### src/rtl/radix2_seq_divider.sv
// radix2_seq_divider: restoring divider, one quotient bit per cycle.
// Serves DIV/DIVU/REM/REMU for the execute stage.
module radix2_seq_divider #(
    parameter int SIZE = 33
) (
    input  logic            clk,
    input  logic            reset,
    input  logic            start,
    input  logic            is_signed,
    input  logic [SIZE-1:0] dividend,
    input  logic [SIZE-1:0] divisor,
    output logic            ready,
    output logic            valid,
    output logic            error,
    output logic [SIZE-1:0] quotient,
    output logic [SIZE-1:0] remainder
);

    localparam int CW = $clog2(SIZE + 1);
    localparam logic [SIZE-1:0] MOST_NEG =
        {1'b1, {(SIZE-1){1'b0}}};

    typedef enum logic [2:0] {
        IDLE,
        CALC,
        FIX,
        DONE,
        DONE_Z,
        DONE_OVF
    } state_t;

    state_t          state;
    logic [CW-1:0]   cnt;
    logic [SIZE-1:0] rem_q;
    logic [SIZE-1:0] quo_q;
    logic [SIZE-1:0] div_mag;
    logic            neg_q;
    logic            neg_r;

    logic            a_neg;
    logic            b_neg;
    logic [SIZE-1:0] a_mag;
    logic [SIZE-1:0] b_mag;
    logic            is_ovf;
    logic [SIZE:0]   shifted;
    logic [SIZE-1:0] diff;
    logic            trial_ok;

    always_comb begin
        a_neg   = is_signed & dividend[SIZE-1];
        b_neg   = is_signed & divisor[SIZE-1];
        a_mag   = a_neg ? -dividend : dividend;
        b_mag   = b_neg ? -divisor : divisor;
        is_ovf  = is_signed
                && (dividend == MOST_NEG)
                && (divisor == '1);
        shifted = {rem_q, quo_q[SIZE-1]};
        // Partial remainder stays below the divisor,
        // so the kept difference always fits SIZE bits.
        trial_ok = shifted >= {1'b0, div_mag};
        diff     = shifted[SIZE-1:0] - div_mag;
    end

    always_ff @(posedge clk) begin
        if (reset) begin
            state     <= IDLE;
            ready     <= 1'b1;
            valid     <= 1'b0;
            error     <= 1'b0;
            quotient  <= '0;
            remainder <= '0;
            cnt       <= '0;
            rem_q     <= '0;
            quo_q     <= '0;
            div_mag   <= '0;
            neg_q     <= 1'b0;
            neg_r     <= 1'b0;
        end else begin
            unique case (state)
                IDLE: begin
                    if (start) begin
                        ready   <= 1'b0;
                        quo_q   <= a_mag;
                        rem_q   <= '0;
                        div_mag <= b_mag;
                        neg_q   <= a_neg ^ b_neg;
                        neg_r   <= a_neg;
                        cnt     <= CW'(SIZE);
                        if (divisor == '0) begin
                            quotient  <= '1;
                            remainder <= dividend;
                            state     <= DONE_Z;
                        end else if (is_ovf) begin
                            quotient  <= dividend;
                            remainder <= '0;
                            state     <= DONE_OVF;
                        end else begin
                            state <= CALC;
                        end
                    end
                end
                CALC: begin
                    rem_q <= trial_ok ? diff
                                      : shifted[SIZE-1:0];
                    quo_q <= {quo_q[SIZE-2:0], trial_ok};
                    cnt   <= cnt - 1'b1;
                    if (cnt == CW'(1)) begin
                        state <= FIX;
                    end
                end
                FIX: begin
                    quotient  <= neg_q ? -quo_q : quo_q;
                    remainder <= neg_r ? -rem_q : rem_q;
                    valid     <= 1'b1;
                    state     <= DONE;
                end
                DONE_Z: begin
                    valid <= 1'b1;
                    error <= 1'b1;
                    state <= DONE;
                end
                DONE_OVF: begin
                    valid <= 1'b1;
                    state <= DONE;
                end
                DONE: begin
                    valid <= 1'b0;
                    error <= 1'b0;
                    ready <= 1'b1;
                    state <= IDLE;
                end
                default: begin
                    state <= IDLE;
                end
            endcase
        end
    end

endmodule

### config.mk
export PLATFORM = sky130hd
export DESIGN_NAME = radix2_seq_divider
export DESIGN_NICKNAME = d
export VERILOG_FILES = /design/src/rtl/radix2_seq_divider.sv
export SDC_FILE = /design/constraint.sdc
export NUM_CORES = 1
export LEC_CHECK = 0
export CORE_UTILIZATION = 57
export CTS_CLUSTER_SIZE = 8
export DETAILED_ROUTE_END_ITERATION = 10
export PLACE_DENSITY = 0.81
export SETUP_SLACK_MARGIN = 0.15
export SKIP_CTS_REPAIR_TIMING = 1
export SLEW_MARGIN = 0
export SYNTH_ARGS = -nofsm -noshare
export SYNTH_HDL_FRONTEND = slang
export SYNTH_SLANG_ARGS = --single-unit
### constraint.sdc
create_clock -name clk -period 4.6 [get_ports clk]
set_input_delay 0.46 -clock clk [delete_from_list [all_inputs] [get_ports clk]]
set_output_delay 0.46 -clock clk [all_outputs]
set_load 0.01 [all_outputs]
==> reports/metrics.csv <==
metric,value,unit
fin_area,14100,sq um
grt_setup_unrepaired,false,
ir_worst_vdd,0.230,mV
critical_path.n_buffers_inverters,2,
post-route-drc-count,0,
period_needed,4050,ps
critical-path-top-cell-by-count,nor2_1,
ys.flop_type,dfxtp_1,
synth_sequential_area_ratio,0.303,
seqPwrFrac,0.414,
antenna_found_initial,0,
fin_cells,1933,
dp_slack,-109,ps
wl,37100,um
clock_sinks,179,
worst-endpoint-required,4970,ps
p_total,4.17,mW
arrival,4410,ps
row_count,52,
clock-root-buffer,clkbuf_16,
finalHoldWorstSlack,454,ps
total_number_of_vias,12300,
criticalPathCategory,primary input to flip-flop,
crit_path_top_delay_cell,or4_4,
syn-instance-count,1560,
p_int,2.82,mW
finalWorstSetupSlack,553,ps
leakage_component_of_the_power,5.24,nW
die_width,146,um
ant_diodes,0,
total_switching_power,1.35,mW
setup.worst_path.end_class,flip-flop,
postPlaceCellArea,13500,sq um
setup_tns,0,ps
postSynth.asyncResetShare,0,
p_per_area,295,nW/um^2
final_antenna_net_count,0,
critical-path-top-delay-family,simple AND/OR/NAND/NOR gates,
timing.final.setup_violations,0,
synth_area_per_cell,7.59,sq um
htreeDepth,4,
clkPwrFrac,0.343,
starting_density_of_the_core,0.583,
dieArea,21400,sq um
ys_ff_latch,179,
final_core_util,0.695,
drt-pass1-iter-count,8,
grt_max_degree,84,
final_cell_mix,"dfxtp_1 (179), nand2_1 (172), nor2_1 (169)",
synth.cell_area,11800,sq um
slew-limit-headroom,0.363,
crit_path_cell_trace,clkdlybuf4s50_1 -> or4_4 -> nor2_4 -> nand3_2 -> or4_4 -> nor2_1 -> nor4b_2 -> ha_1 -> nand4_1 -> nor4_4 -> a31oi_4 -> nor2_4 -> buf_12 -> nor2_1 -> a211oi_1 -> a21oi_1 -> nor2_1,
global_route.usage.total,0.348,
avgViaCountPerCell,6.38,
layout_commonest_cell,dfxtp_1,
final_hold_viol_count,0,
port_buffers,138,
grt_remaining_overflow,0,
transition_time_at_the_pin_with_the_least_slew_margin,953,ps
synth_enable_flop_cells,0,
cp_max_fo,18,
max_freq,247,MHz
max-cap-violations,0,
final_min_period_over_clock_period,0.880,
detailed_place_hpwl,27200,um
grt_pass1_wl,60000,um
outcome,"finished, final reports clean",
finalWeightedCongestion,1.00,
layout-area-overhead-vs-synth,19.1,%
chipHeight,146,um
synth_nets,1673,
fp.coreArea,20300,sq um
share_of_layout_cells_above_drive_strength_1,0.0607,
power.share.combinational,0.243,
setup.worst_path.start_class,primary input,
critPathMaxStageDelay,590,ps
vias_in_the_first_global_route,11400,
holdCritPathClass,flip-flop to flip-flop,
cts_made_buffers,17,
yosysWarningCount,0,
cts.clk_slew.worst_paths,70,ps
ys_types,74,
io-pin-count,139,
tritoncts_clock_tree,done,
wire_per_inst,19.2,um
switching_share,0.323,
cts_max_path_buffers,2,
placed_cells_incl_taps,1902,
finClkSkew,12.2,ps
worst_skew_pair.late_latency,440,ps
finalMaxSlewViolations,0,
fillCellCount,1778,
drt_iter0_markers,1329,
final_net_count,1764,
-- worst register-to-register path: stages (launching register included) --
cell      delay (ps)
dfxtp_1          520
ha_1             380
a211oi_2         260
o21bai_1         140
a2111o_1         420
a2111o_1         460
a31o_2           300
o21ai_4          230
buf_4            430
nor2_1           110
a21oi_1          140
o21ai_0          120
-- final timing paths --
kind                                 start                         to  slack, ps  cells after the start
hold reg to reg   quotient[2]$_SDFFE_PP0P_   quotient[2]$_SDFFE_PP0P_        450                      2
hold / removal    quotient[2]$_SDFFE_PP0P_   quotient[2]$_SDFFE_PP0P_        450                      2
setup / recovery               dividend[9]  quotient[32]$_SDFFE_PP0P_        550                     17
setup reg to reg    rem_q[18]$_SDFFE_PP0P_     rem_q[13]$_SDFFE_PP0P_        940                     11
-- registers in the layout, indices dropped and copies added, names as in the netlist --
register   flops
neg_r          1
quo_q         33
quotient      33
div_mag       33
cnt            6
rem_q         33
valid          1
remainder     33
state          3
neg_q          1
ready          1
error          1
-- layer usage --
| layer | part of all wire | vias up | global-route usage | wire length [um] |
|---|---|---|---|---|
| met5 | 0 | - | 0 | 0 |
| met4 | 0.040 | 0 | 0.169 | 1480 |
| met3 | 0.080 | 123 | 0.0538 | 2980 |
| met2 | 0.47 | 645 | 0.570 | 17300 |
| met1 | 0.41 | 5736 | 0.446 | 15300 |
| li1 | - | 5825 | - | - |
-- cells in the mapped netlist (all sizes together) (5+ instances only) --
cell	number	area share
nor2b	14	0.0074
nor4	16	0.0090
o22ai	11	0.0058
and2	8	0.0042
o311ai	7	0.0052
clkbuf	89	0.028
a32oi	10	0.0074
nor3	44	0.019
a31oi	11	0.0058
o31ai	23	0.015
xnor2	83	0.061
or3	18	0.0095
inv	55	0.017
ha	42	0.044
nand2b	15	0.0079
o21bai	8	0.0051
nand3	31	0.014
o41ai	13	0.012
buf	14	0.0074
or4	12	0.0086
a21o	13	0.0082
nand4	18	0.0095
xor2	63	0.047
dfxtp	179	0.30
a21oi	132	0.056
a221oi	15	0.012
mux2i	9	0.0076
o21a	5	0.0032
nor2	173	0.055
a211oi	58	0.038
o211ai	11	0.0070
o21ai	97	0.042
a22oi	31	0.020
nand2	172	0.055
a311oi	19	0.014
-- cells by family after synthesis --
| family | synth area share |
|---|---|
| and+or+nand+nor | 0.207 |
| AOI/OAI and AO/OA | 0.273 |
| DFF | 0.303 |
| buffers and inverters | 0.0531 |
| xor gates and xnor gates | 0.108 |
| adders and majority gates | 0.0461 |
| muxes | 0.00982 |
-- final cells by class --
type / instances / area, sq um / share of cell area
flip-flops and latches: 179 / 3580 / 0.254
inverters: 55 / 206 / 0.0146
multi-input cells: 1223 / 7710 / 0.547
repair buffers: 175 / 1690 / 0.120
clock inverters: 12 / 125 / 0.00887
well taps: 270 / 338 / 0.0240
clock buffers: 19 / 443 / 0.0314
-- power by group through the flow --
stage                     clock network (mW)  registers, mW  logic (mW)
final                                   1.43           1.72        1.01
after global routing                    1.51           1.74        1.11
after CTS                               1.44           1.72       0.994
after detailed placement                   0           1.76       0.984
after global placement                     0           1.75       0.971
after floorplan                            0           1.74       0.665
Note: power is estimated with default switching activity, not from simulation.
